### src/rtl/debounce_pkg.sv
// Shared types and sizing helpers for the push-button/switch debouncer.
package debounce_pkg;

    typedef enum logic [1:0] {
        LOW       = 2'd0,
        RISE_WAIT = 2'd1,
        HIGH      = 2'd2,
        FALL_WAIT = 2'd3
    } deb_state_t;

    // 10 ms at 100 MHz.
    localparam int DEFAULT_STABLE_CYCLES = 1000000;

    function automatic int cnt_width(input int stable);
        return $clog2(stable + 1);
    endfunction

endpackage

### src/rtl/debounce_channel.sv
// One debounced channel: two-flop synchroniser, qualification FSM with
// stability counter, registered level and one-cycle rise/fall strobes.
module debounce_channel
    import debounce_pkg::*;
#(
    parameter int STABLE_CYCLES = DEFAULT_STABLE_CYCLES
) (
    input  logic clk_i,
    input  logic rst_i,
    input  logic x_raw_i,
    output logic level_o,
    output logic rise_o,
    output logic fall_o
);

    localparam int             CW      = cnt_width(STABLE_CYCLES);
    localparam logic [CW-1:0]  CNT_MAX = CW'(STABLE_CYCLES);
    localparam logic [CW-1:0]  CNT_ONE = CW'(1);

    logic          meta_q;
    logic          sync_q;
    deb_state_t    state_q, state_d;
    logic [CW-1:0] cnt_q,   cnt_d;
    logic          level_q, level_d;
    logic          rise_q,  rise_d;
    logic          fall_q,  fall_d;

    // NOTE: sequential state uses non-blocking assignments so every flop
    // samples pre-edge values; blocking here would collapse the synchroniser.
    always_ff @(posedge clk_i or posedge rst_i) begin
        if (rst_i) begin
            meta_q  <= 1'b0;
            sync_q  <= 1'b0;
            state_q <= LOW;
            cnt_q   <= '0;
            level_q <= 1'b0;
            rise_q  <= 1'b0;
            fall_q  <= 1'b0;
        end else begin
            meta_q  <= x_raw_i;
            sync_q  <= meta_q;
            state_q <= state_d;
            cnt_q   <= cnt_d;
            level_q <= level_d;
            rise_q  <= rise_d;
            fall_q  <= fall_d;
        end
    end

    // NOTE: every always_comb output gets a default before the case, so no
    // path leaves a signal unassigned and no latch is inferred.
    always_comb begin
        state_d = state_q;
        cnt_d   = cnt_q;
        level_d = level_q;
        rise_d  = 1'b0;
        fall_d  = 1'b0;
        unique case (state_q)
            LOW: begin
                if (sync_q) begin
                    state_d = RISE_WAIT;
                    cnt_d   = CNT_ONE;
                end else begin
                    cnt_d   = '0;
                end
            end
            RISE_WAIT: begin
                if (!sync_q) begin
                    state_d = LOW;
                    cnt_d   = '0;
                end else if (cnt_q == CNT_MAX) begin
                    state_d = HIGH;
                    cnt_d   = '0;
                    level_d = 1'b1;
                    rise_d  = 1'b1;
                end else begin
                    cnt_d   = cnt_q + CNT_ONE;
                end
            end
            HIGH: begin
                if (!sync_q) begin
                    state_d = FALL_WAIT;
                    cnt_d   = CNT_ONE;
                end else begin
                    cnt_d   = '0;
                end
            end
            FALL_WAIT: begin
                if (sync_q) begin
                    state_d = HIGH;
                    cnt_d   = '0;
                end else if (cnt_q == CNT_MAX) begin
                    state_d = LOW;
                    cnt_d   = '0;
                    level_d = 1'b0;
                    fall_d  = 1'b1;
                end else begin
                    cnt_d   = cnt_q + CNT_ONE;
                end
            end
            default: begin
                state_d = LOW;
                cnt_d   = '0;
                level_d = 1'b0;
            end
        endcase
    end

    assign level_o = level_q;
    assign rise_o  = rise_q;
    assign fall_o  = fall_q;

endmodule

### src/rtl/button_debounce.sv
// Multi-channel input conditioner: N_CH fully independent debounce channels
// feeding the edge-to-pulse stage and run/step controls.
module button_debounce
    import debounce_pkg::*;
#(
    parameter int N_CH          = 4,
    parameter int STABLE_CYCLES = DEFAULT_STABLE_CYCLES
) (
    input  logic            CLK,
    input  logic            reset,
    input  logic [N_CH-1:0] x_raw,
    output logic [N_CH-1:0] level,
    output logic [N_CH-1:0] rise,
    output logic [N_CH-1:0] fall
);

    for (genvar g = 0; g < N_CH; g++) begin : g_ch
        debounce_channel #(
            .STABLE_CYCLES (STABLE_CYCLES)
        ) u_ch (
            .clk_i   (CLK),
            .rst_i   (reset),
            .x_raw_i (x_raw[g]),
            .level_o (level[g]),
            .rise_o  (rise[g]),
            .fall_o  (fall[g])
        );
    end

endmodule

### config.mk
export PLATFORM = sky130hd
export DESIGN_NAME = button_debounce
export DESIGN_NICKNAME = d
export VERILOG_FILES = /design/src/rtl/debounce_pkg.sv /design/src/rtl/debounce_channel.sv /design/src/rtl/button_debounce.sv
export SDC_FILE = /design/constraint.sdc
export NUM_CORES = 1
export LEC_CHECK = 0
export CAP_MARGIN = 20
export CELL_PAD_IN_SITES_DETAIL_PLACEMENT = 0
export CELL_PAD_IN_SITES_GLOBAL_PLACEMENT = 1
export CORE_AREA = 10 10 120 122
export CTS_CLUSTER_DIAMETER = 100
export DETAILED_ROUTE_END_ITERATION = 12
export DIE_AREA = 0 0 130 132
export GPL_TIMING_DRIVEN = 0
export PLACE_DENSITY_LB_ADDON = 0.1
export SKIP_LAST_GASP = 1
export SLEW_MARGIN = 10
export SYNTH_ARGS = -nofsm -noshare
export SYNTH_HDL_FRONTEND = slang
export SYNTH_SLANG_ARGS = --single-unit
### constraint.sdc
create_clock -name CLK -period 8.2 [get_ports CLK]
set_input_delay 1.64 -clock CLK [delete_from_list [all_inputs] [get_ports CLK]]
set_output_delay 1.64 -clock CLK [all_outputs]
set_load 0.03 [all_outputs]
==> results.md <==
- Run status: finished clean
- First-pass GRT wire length: 19000 um
- # diodes: 0
- CTS tree: done
- WP data arrival: 1510 ps
- Total iterations of the first detailed-routing run: 4
- Final #Nets: 574
- WL final: 10500 um
- H-tree depth: 3
- Yosys reg bits: approximately 110
- Area of placed instances: between 5000 and 6000 um2
- Clk Latency, worst-skew pair: between 300 and 400 ps
- Maximum VDD drop: 0.163 mV
- Synth Cell Area: 5330 um2
- Hpwl dp: 7210 um
- Number of port buffers: 17
- Sequential fraction of the synthesis area: 0.507
- DIE WIDTH: 130 um
- Maximum clock path buffer count: 2
- Yosys cell types: 46
- Clock-pin slew on the worst setup and hold paths: 70 ps
- Hold Crit Class: flip-flop to flip-flop
- Synth Warn #: 0
- Placement Rows: 40
- # hold bufs at CTS: 0
- TritonCTS buffer count: 9
- Post_cts resized: 0
- Gr usage total: 0.133
- Post-CTS setup buffer count: 0
- Final Cell Area: 6040 um2
- Initial DRC Count: 352
- Setup WS pre-CTS: 5410 ps
- Max_slew headroom: 0.505
- Share of cells above drive strength 1: 0.0814
- Die outline area: ~17000 um2
- Data required time of the worst path: roughly 6600 ps
- Fin crit period: roughly 3200 ps
- Total negative slack: 0 ps
- Crit path max fanout: 3
- Slew at the pin with the worst max-slew slack: 738 ps
- IO Pins: 18
- Initial Util: 0.447
- Pins over their slew limit: 0
- Max-cap violation count: 0
- F_max: 317 MHz
- Final setup vio count: 0
- Die Y: 132 um
- Core ar.: 11900 um2
- Vias: 3856
- CTS root buffer: clkbuf_16
- Final Hold Fails: 0
- DRC viols: 0
- P_leak: between 2 and 2.5 nW
- Cells after Synth: 531
- Fin Clk Skew: 10.4 ps
- RSZ-0062 raised after global routing: no
- Antenna Violating Nets Remaining: 0
- GP Congestion: 0.769
- Largest net degree at the start of global routing: 75
- Initial antenna violation count: 0
- Pwr Density: 175 nW/um2
- Sink Count: 108
- Critical Path Sink Type: output port
- DR WL/cell: between 10 and 15 um
- Mean number of vias per cell: 5.42
- Final Cycle Share: 0.385
- Syn nets: 545
- Type of origin of the critical path: flip-flop
- Vias in the first global route: 3853
- Area growth from synthesis to layout: 13.4%
- Post-synthesis area per instance: 10.0 um2
- Total grt overflow: 0
- Final Worst Setup Slack: 5050 ps
- CP Class: flip-flop to output port
## cell usage after synthesis (all sizes together)
cell / number / area [um2]
nor3: 12 / 65.1
dfrtp: 108 / 2700
nor2b: 2 / 12.5
nand3: 33 / 165
or2: 4 / 25.0
or4bb: 1 / 11.3
a211o: 2 / 17.5
nor4: 16 / 100
or4: 18 / 135
nor2: 58 / 218
xor2: 31 / 272
or3: 8 / 51.3
mux2i: 1 / 10.0
nor4bb: 2 / 20.0
buf: 21 / 138
o31ai: 15 / 113
nor3b: 3 / 22.5
clkbuf: 5 / 18.8
a2bb2oi: 2 / 17.5
nand2: 25 / 93.8
and4b: 1 / 10.0
and3: 7 / 43.8
inv: 28 / 105
o41ai: 1 / 8.76
nand4b: 2 / 17.5
o21ai: 13 / 65.1
a21o: 5 / 37.5
nand4bb: 2 / 22.5
nor4b: 3 / 26.3
a21boi: 5 / 37.5
xnor2: 24 / 210
and2: 8 / 50.1
and4: 9 / 78.8
nand4: 24 / 178
a21oi: 22 / 110
a41oi: 1 / 8.76
o211ai: 1 / 12.5
ha: 8 / 100
## metal layers
metal	GRT usage	routed length, um	vias up
met5	0	0	-
met2	0.192	4770	47
li1	-	-	1936
met1	0.185	5210	1866
met4	0.0400	79	0
met3	0.0406	456	7
## kinds of logic (layout without fill, tap and decap cells)
kind of cell	count (synthesis)	in the layout	synth area share
AND/OR/NAND/NOR	238	238	0.253
flip-flops	108	108	0.507
AO/OA/AOI/OAI	67	67	0.0803
XOR/XNOR	55	55	0.0904
buffers and inverters	54	88	0.0491
adder cells (fa/ha/maj)	8	8	0.0188
multiplexers	1	1	0.00188
## path summary, 6_finish.rpt
kind	slack, ps	from	endpoint	depth (start not counted)
worst max-delay path	5050	g_ch[0].u_ch.level_o$_DFFE_PP0P_	level[0]	2
worst min-delay path	350	g_ch[3].u_ch.meta_q$_DFF_PP0_	g_ch[3].u_ch.sync_q$_DFF_PP0_	0
worst max register to register	5860	g_ch[3].u_ch.cnt_q[0]$_DFF_PP0_	g_ch[3].u_ch.cnt_q[7]$_DFF_PP0_	7
worst min register to register	350	g_ch[3].u_ch.meta_q$_DFF_PP0_	g_ch[3].u_ch.sync_q$_DFF_PP0_	0
max in group asynchronous	5900	reset	g_ch[3].u_ch.cnt_q[11]$_DFF_PP0_	3
min in group asynchronous	1640	reset	g_ch[1].u_ch.cnt_q[6]$_DFF_PP0_	2
## metrics by stage
stage          total power, mW  hold WS (ps)   util  instances
6_report                  1.06           354  0.507        712
5_1_grt                   1.10           365  0.507        712
4_1_cts                   1.08           360  0.507        712
3_5_place_dp             0.592           341  0.480        696
3_3_place_gp             0.590           332  0.477        695
2_1_floorplan            0.578           331      -        531
## cell type report
| cell class | count | area [um2] |
|---|---|---|
| inverters | 28 | 110 |
| plain buffers | 26 | 156 |
| repair buffers | 18 | 198 |
| multi-input cells | 369 | 2370 |
| clock buffers | 11 | 243 |
| fillers | 1146 | 5870 |
| flip-flops and latches | 108 | 2700 |
| well taps | 147 | 184 |
| clock inverters | 5 | 83.8 |
## power breakdown
group,internal (mW),switching [mW]
clock network,0.277,0.200
logic,0.0115,0.0252
registers,0.538,0.00564
total,0.827,0.231
## registers in the layout, indices dropped and copies added (netlist names), named ones only
signal and flops:
g_ch.u_ch.state_q 4, g_ch.u_ch.sync_q 4, g_ch.u_ch.meta_q 4, g_ch.u_ch.cnt_q 80, g_ch.u_ch.level_o 4, g_ch.u_ch.rise_o 4
g_ch.u_ch.fall_o 4
## critical path: stages, from the launching register on
cell and delay, ps:
dfrtp_1 380, buf_4 120, clkdlybuf4s50_1 660
## cells in the final DEF (no fill, tap or decap), types with 13 or more instances in the layout
cell / n
dfrtp_1: 108
nor2_1: 58
nand3_1: 33
xor2_1: 31
inv_1: 27
nand2_1: 25
xnor2_1: 24
a21oi_1: 22
nand4_1: 21
or4_1: 18
clkdlybuf4s50_1: 17
nor4_1: 16
o31ai_1: 15
buf_4: 13
(Power assumes the default switching activity.)
